File: config.mk
export PLATFORM = sky130hd
export DESIGN_NAME = pc_exc_ctrl
export DESIGN_NICKNAME = d
export VERILOG_FILES = /design/src/rtl/pc_exc_ctrl.sv
export SDC_FILE = /design/constraint.sdc
export NUM_CORES = 1
export LEC_CHECK = 0
export CAP_MARGIN = 20
export CORE_UTILIZATION = 25
export CTS_CLUSTER_SIZE = 16
export DETAILED_ROUTE_END_ITERATION = 7
export GPL_ROUTABILITY_DRIVEN = 0
export GPL_TIMING_DRIVEN = 0
export HOLD_SLACK_MARGIN = 0.05
export MAX_ROUTING_LAYER = met4
export PLACE_DENSITY = 0.61
export SYNTH_ARGS = -nofsm -noshare
export SYNTH_HDL_FRONTEND = slang
export SYNTH_SLANG_ARGS = --single-unit
File: constraint.sdc
create_clock -name clk -period 2.6 [get_ports clk]
set_clock_uncertainty 0.05 [all_clocks]
set_input_delay 0.39 -clock clk [delete_from_list [all_inputs] [get_ports clk]]
set_output_delay 0.39 -clock clk [all_outputs]
set_load 0.02 [all_outputs]
File: src/rtl/pc_exc_ctrl.sv
// -----------------------------------------------------------------------------
// pc_exc_ctrl
//   Program-counter register with a small exception sequencer. On an
//   exception request the block saves pc - 4 into epc, fetches one vector byte
//   from memory at address (VEC_BASE + source index) and loads it into pc.
//
// Configuration macro:
//   PC_EXC_ERET_EN - when defined, eret in IDLE restores pc from epc.
//                    When undefined, eret is ignored.
//
// Parameters:
//   DATA_W   - width of pc / epc / pc_next / mem_addr (at least 8)
//   N_EXC    - number of exception sources
//   VEC_BASE - vector byte address of source 0
//   MEM_LAT  - memory read latency in cycles (1..15)
//
// Ports:
//   clk, reset     - clock, synchronous active-high reset
//   pc_next        - next-PC value from the datapath
//   pc_write       - load pc_next into pc (IDLE only)
//   exc_req        - exception request vector, lowest index wins
//   eret           - return from exception (see PC_EXC_ERET_EN)
//   mem_rdata      - vector byte returned by memory
//   mem_addr       - vector address, non-zero only in FETCH
//   mem_rd         - read strobe, high for MEM_LAT cycles in FETCH
//   pc, epc        - current PC and saved exception PC
//   cause          - code of the last taken exception (VEC_BASE + index)
//   busy           - exception sequence in progress
//   exc_ack        - one-cycle pulse in the cycle pc shows the handler value
//
// Handshake: there is no valid/ready pair. exc_req is level-sampled only in
// IDLE; while busy all requests, eret and pc_write are ignored, and a request
// still held when the sequence returns to IDLE is taken on that cycle.
// -----------------------------------------------------------------------------
module pc_exc_ctrl #(
  parameter int DATA_W   = 32,
  parameter int N_EXC    = 3,
  parameter int VEC_BASE = 253,
  parameter int MEM_LAT  = 1
) (
  input  logic              clk,
  input  logic              reset,
  input  logic [DATA_W-1:0] pc_next,
  input  logic              pc_write,
  input  logic [N_EXC-1:0]  exc_req,
  input  logic              eret,
  input  logic [7:0]        mem_rdata,
  output logic [DATA_W-1:0] mem_addr,
  output logic              mem_rd,
  output logic [DATA_W-1:0] pc,
  output logic [DATA_W-1:0] epc,
  output logic [7:0]        cause,
  output logic              busy,
  output logic              exc_ack
);

  // Reject configurations whose vector table does not fit in one byte of
  // address space or whose latency cannot be counted.
  if ((VEC_BASE + N_EXC - 1 > 255) || (VEC_BASE < 0) || (N_EXC < 1) ||
      (MEM_LAT < 1) || (MEM_LAT > 15) || (DATA_W < 8)) begin : g_bad_params
    $error("pc_exc_ctrl: illegal parameters (VEC_BASE+N_EXC-1 must be <= 255, MEM_LAT in 1..15)");
  end

  typedef enum logic [1:0] {
    ST_IDLE  = 2'd0,
    ST_SAVE  = 2'd1,
    ST_FETCH = 2'd2,
    ST_LOAD  = 2'd3
  } state_e;

  localparam logic [3:0] LAST_CNT = 4'(MEM_LAT - 1);

  state_e            state_q, state_d;
  logic [DATA_W-1:0] pc_q, pc_d;
  logic [DATA_W-1:0] epc_q, epc_d;
  logic [7:0]        cause_q, cause_d;
  logic [3:0]        cnt_q, cnt_d;
  logic              exc_ack_q, exc_ack_d;

  logic              exc_any;
  logic [7:0]        exc_code;
  logic              eret_take;

`ifdef PC_EXC_ERET_EN
  assign eret_take = eret;
`else
  logic unused_eret;
  assign unused_eret = eret;
  assign eret_take   = 1'b0;
`endif

  // Lowest set index wins: scanning downward leaves the lowest hit last.
  always_comb begin
    exc_any  = |exc_req;
    exc_code = 8'd0;
    for (int i = N_EXC - 1; i >= 0; i--) begin
      if (exc_req[i]) exc_code = 8'(VEC_BASE + i);
    end
  end

  // State register
  always_ff @(posedge clk) begin
    if (reset) begin
      state_q   <= ST_IDLE;
      pc_q      <= '0;
      epc_q     <= '0;
      cause_q   <= '0;
      cnt_q     <= '0;
      exc_ack_q <= 1'b0;
    end else begin
      state_q   <= state_d;
      pc_q      <= pc_d;
      epc_q     <= epc_d;
      cause_q   <= cause_d;
      cnt_q     <= cnt_d;
      exc_ack_q <= exc_ack_d;
    end
  end

  // Next-state logic
  always_comb begin
    state_d = state_q;
    case (state_q)
      ST_IDLE:  if (exc_any) state_d = ST_SAVE;
      ST_SAVE:  state_d = ST_FETCH;
      ST_FETCH: if (cnt_q == LAST_CNT) state_d = ST_LOAD;
      ST_LOAD:  state_d = ST_IDLE;
      default:  state_d = ST_IDLE;
    endcase
  end

  // Datapath register updates
  always_comb begin
    pc_d      = pc_q;
    epc_d     = epc_q;
    cause_d   = cause_q;
    cnt_d     = cnt_q;
    exc_ack_d = 1'b0;
    case (state_q)
      ST_IDLE: begin
        // Priority: exception > eret > pc_write. pc is frozen when an
        // exception is taken.
        if (exc_any)        cause_d = exc_code;
        else if (eret_take) pc_d    = epc_q;
        else if (pc_write)  pc_d    = pc_next;
      end
      ST_SAVE: begin
        epc_d = pc_q - DATA_W'(4);
        cnt_d = '0;
      end
      ST_FETCH: begin
        if (cnt_q != LAST_CNT) cnt_d = cnt_q + 4'd1;
      end
      ST_LOAD: begin
        // mem_rdata holds the byte read during FETCH; exc_ack is registered
        // so it lines up with the cycle pc shows the handler address.
        pc_d      = DATA_W'(mem_rdata);
        exc_ack_d = 1'b1;
      end
      default: ;
    endcase
  end

  // Outputs
  always_comb begin
    busy     = (state_q != ST_IDLE);
    mem_rd   = (state_q == ST_FETCH);
    mem_addr = mem_rd ? DATA_W'(cause_q) : '0;
  end

  assign pc      = pc_q;
  assign epc     = epc_q;
  assign cause   = cause_q;
  assign exc_ack = exc_ack_q;

endmodule

==> metrics.md <==
| Metric | Value |
|---|---|
| Worst-margin pin slew | 670 ps |
| Via Count | 3,517 |
| Worst-path clk slew | 60 ps |
| Most frequent cell after synthesis | nor2_1 |
| Sequential area share after synthesis | 40.8% |
| Final setup viols | 0 |
| Max stage delay on crit path | 580 ps |
| Startpoint Class | flip-flop |
| Port Buffer Count | 127 |
| Number of clock sinks | 74 |
| Grt total ovfl | 0 |
| Max VDD drop | 297 uV |
| Rows | 43 |
| Final Cell Area | 0.00554 mm2 |
| Root Buffer Master | clkbuf_16 |
| Slowest-stage cell, CP | clkdlybuf4s50_1 |
| Status | completed |
| Antenna violations before repair | 0 |
| Pin count of the biggest net entering global routing | 13 |
| FF-to-FF setup slack | 180 ps |
| Post-CTS Hold Fix Bufs | 0 |
| Inserted Diodes | 0 |
| Postcts setup bufs | 0 |
| Distinct cells, synth | 47 |
| Critical path endpoint category | output port |
| Slew headroom | 55.3% |
| DP HPWL | 8.61 mm |
| FMAX | 408 MHz |
| Most instantiated cells after synthesis | 75 x nor2_1, 74 x dfxtp_1, 34 x buf_4 |
| Syn avg cell area | 8.94 um2 |
| Most area-consuming cells after synthesis | dfxtp_1 41%, nor2_1 7.8%, buf_4 7.0% |
| Hold Path Class | flip-flop to flip-flop |
| Longest Clk Path Bufs | 2 |
| YS warnings | 0 |
| Synthesized flop and latch total | 74 |
| Synth Flop Type | dfxtp_1 |
| EDFF count, synth | 0 |
| Chip width | 122 um |
| RSZ-0062 raised after global routing | no |
| Post-synth top area share | 40.8% |
| Fin crit period | 2450 ps |
| Cell taking the most area after synthesis | dfxtp_1 |
| FFs w/ async S/R, synth | 0% |
| Final number of max-transition violations | 0 |
| Worst setup margin | 149 ps |
| Max-cap viol count | 0 |
| Ratio of cells with drive above 1 in the final layout | 12.8% |
| Global Route Usage Sum | 15.6% |
| CP Data Required Time | 2160 ps |
| Fin. Hold Viols | 0 |
| Final Util | 39.5% |
| First-pass GRT wire length | 17.2 mm |
| Period utilization | 94.3% |
| H-tree Lvls | 3 |
| Total Wirelength | 11.2 mm |
| CP Max Fanout | 11 |
| DRC viols | 0 |
| Total CTS buffers | 9 |
| Layout Nets | 621 |
| DR WL/cell | 14.9 um |
| Total iterations of the first detailed-routing run | 5 |
| Vias in the first global route | 3,334 |
| Total core area | 0.0140 mm2 |
| Critical-path cell list | inv_1 > ha_4 > and2_1 > buf_4 > clkdlybuf4s50_1 |
| Io pins | 154 |
| Initial Util | 25.8% |
| Syn Std Cell Area | 0.00363 mm2 |
| Clock Latency Late Sink | 330 ps |
| CP arrival | 2010 ps |
| CTS tree | done |
| Cell area power density | 947 mW/mm2 |
| Post-route ant nets | 0 |
| Die Span Y | 122 um |
| Pre-CTS WS | -286 ps |
| Area growth syn-to-layout | 52.7% |
| Synth Instances | 406 |
| Vias per inst | 4.68 |
| Leakage power | 2.21 nW |
| Critical setup path kind | flip-flop to output port |
| Die area | 0.0150 mm2 |
| Filler Cell Count | 1,449 |
| DRT iter0 DRCs | 145 |
| Total Power | 5.25 mW |
| Post-Place Cell Area | 0.00521 mm2 |
## final timing paths
| check | start | endpoint | depth (start not counted) |
|---|---|---|---|
| setup / recovery | state_q[0] | mem_addr[7] | 5 |
| setup reg to reg | pc[2] | epc[24] | 7 |
| hold reg to reg | epc[3] | epc[3] | 2 |
| hold / removal | epc[3] | epc[3] | 2 |
## cell usage in the layout, fill, tap and decap left out, types with 3 or more instances in the layout
cell type	Yosys	layout
o21ai_0	8	8
clkinv_2	0	4
inv_1	10	10
or3_1	7	7
clkdlybuf4s50_1	0	127
buf_1	3	3
nor2_1	75	75
dfxtp_1	74	74
nand4_1	6	6
nand3_1	4	4
a21oi_1	3	3
buf_4	34	34
nor3_1	4	4
and2_1	3	3
or2_2	3	3
a311oi_1	16	16
or4_1	9	9
o31ai_1	9	9
a211oi_1	21	21
buf_2	5	5
ha_1	8	7
conb_1	1	24
a22oi_1	25	24
nor4_4	2	3
mux2i_1	12	12
nand2_1	6	6
xor2_1	10	10
clkbuf_16	0	9
clkbuf_1	18	17
## sequential cells by signal (all words and copies together) (netlist names)
register,cells
state_q,2
epc,32
cnt_q,4
exc_ack,1
pc,32
cause,3
## kinds of logic after synthesis
| group | share of synthesized area, % |
|---|---|
| buf+inv | 11.2 |
| flops | 40.8 |
| other cells | 0.103 |
| mux | 3.62 |
| xor+xnor | 2.90 |
| fa+ha+maj | 2.76 |
| compound gates | 18.3 |
| simple gates | 20.2 |
## cell type report
type                            count  area, um2  area share (%)
Clock inverter                      6       57.6            1.04
Buffer                             60        368            6.64
Sequential cell                    74       1480            26.7
Tap cell                          180        225            4.06
Timing Repair Buffer              127       1270            22.9
Clock buffer                       10        229            4.13
Inverter                           10       37.5           0.677
Multi-Input combinational cell    284       1870            33.8
## through the flow
step / cells / setup TNS, ps / hold WS [ps]
after global routing: 751 / 0 / 458
after detailed placement: 736 / -5030 / 423
final: 751 / 0 / 430
after global placement: 736 / -3560 / 409
after CTS: 751 / 0 / 431
after floorplan: 429 / 0 / 397
## critical path, delay by kind of cell (launching register included)
family / cells / cell delay (ps)
buf+inv: 3 / 870
fa+ha+maj: 1 / 220
flops: 1 / 340
simple gates: 1 / 250
## routing by layer
layer | vias up | part of all wire (%) | track usage (%)
li1 | 1747 | - | -
met1 | 1614 | 45 | 19.0
met2 | 140 | 48 | 25.1
met3 | 16 | 5.3 | 3.11
met4 | 0 | 1.9 | 6.48
met5 | - | 0 | -
## timing repair
action,in CTS,in global routing
cloned,0,0
gates resized for setup,2,7
endpoints found under the setup margin,26,20
## power by group
part / switching (mW) / leakage [nW] / total (mW) / internal, mW
sequential: 0.191 / 0.605 / 1.57 / 1.38
clock: 0.466 / 0.142 / 1.20 / 0.736
combinational: 1.36 / 1.47 / 2.48 / 1.13
Power figures use the tool's default switching activity.
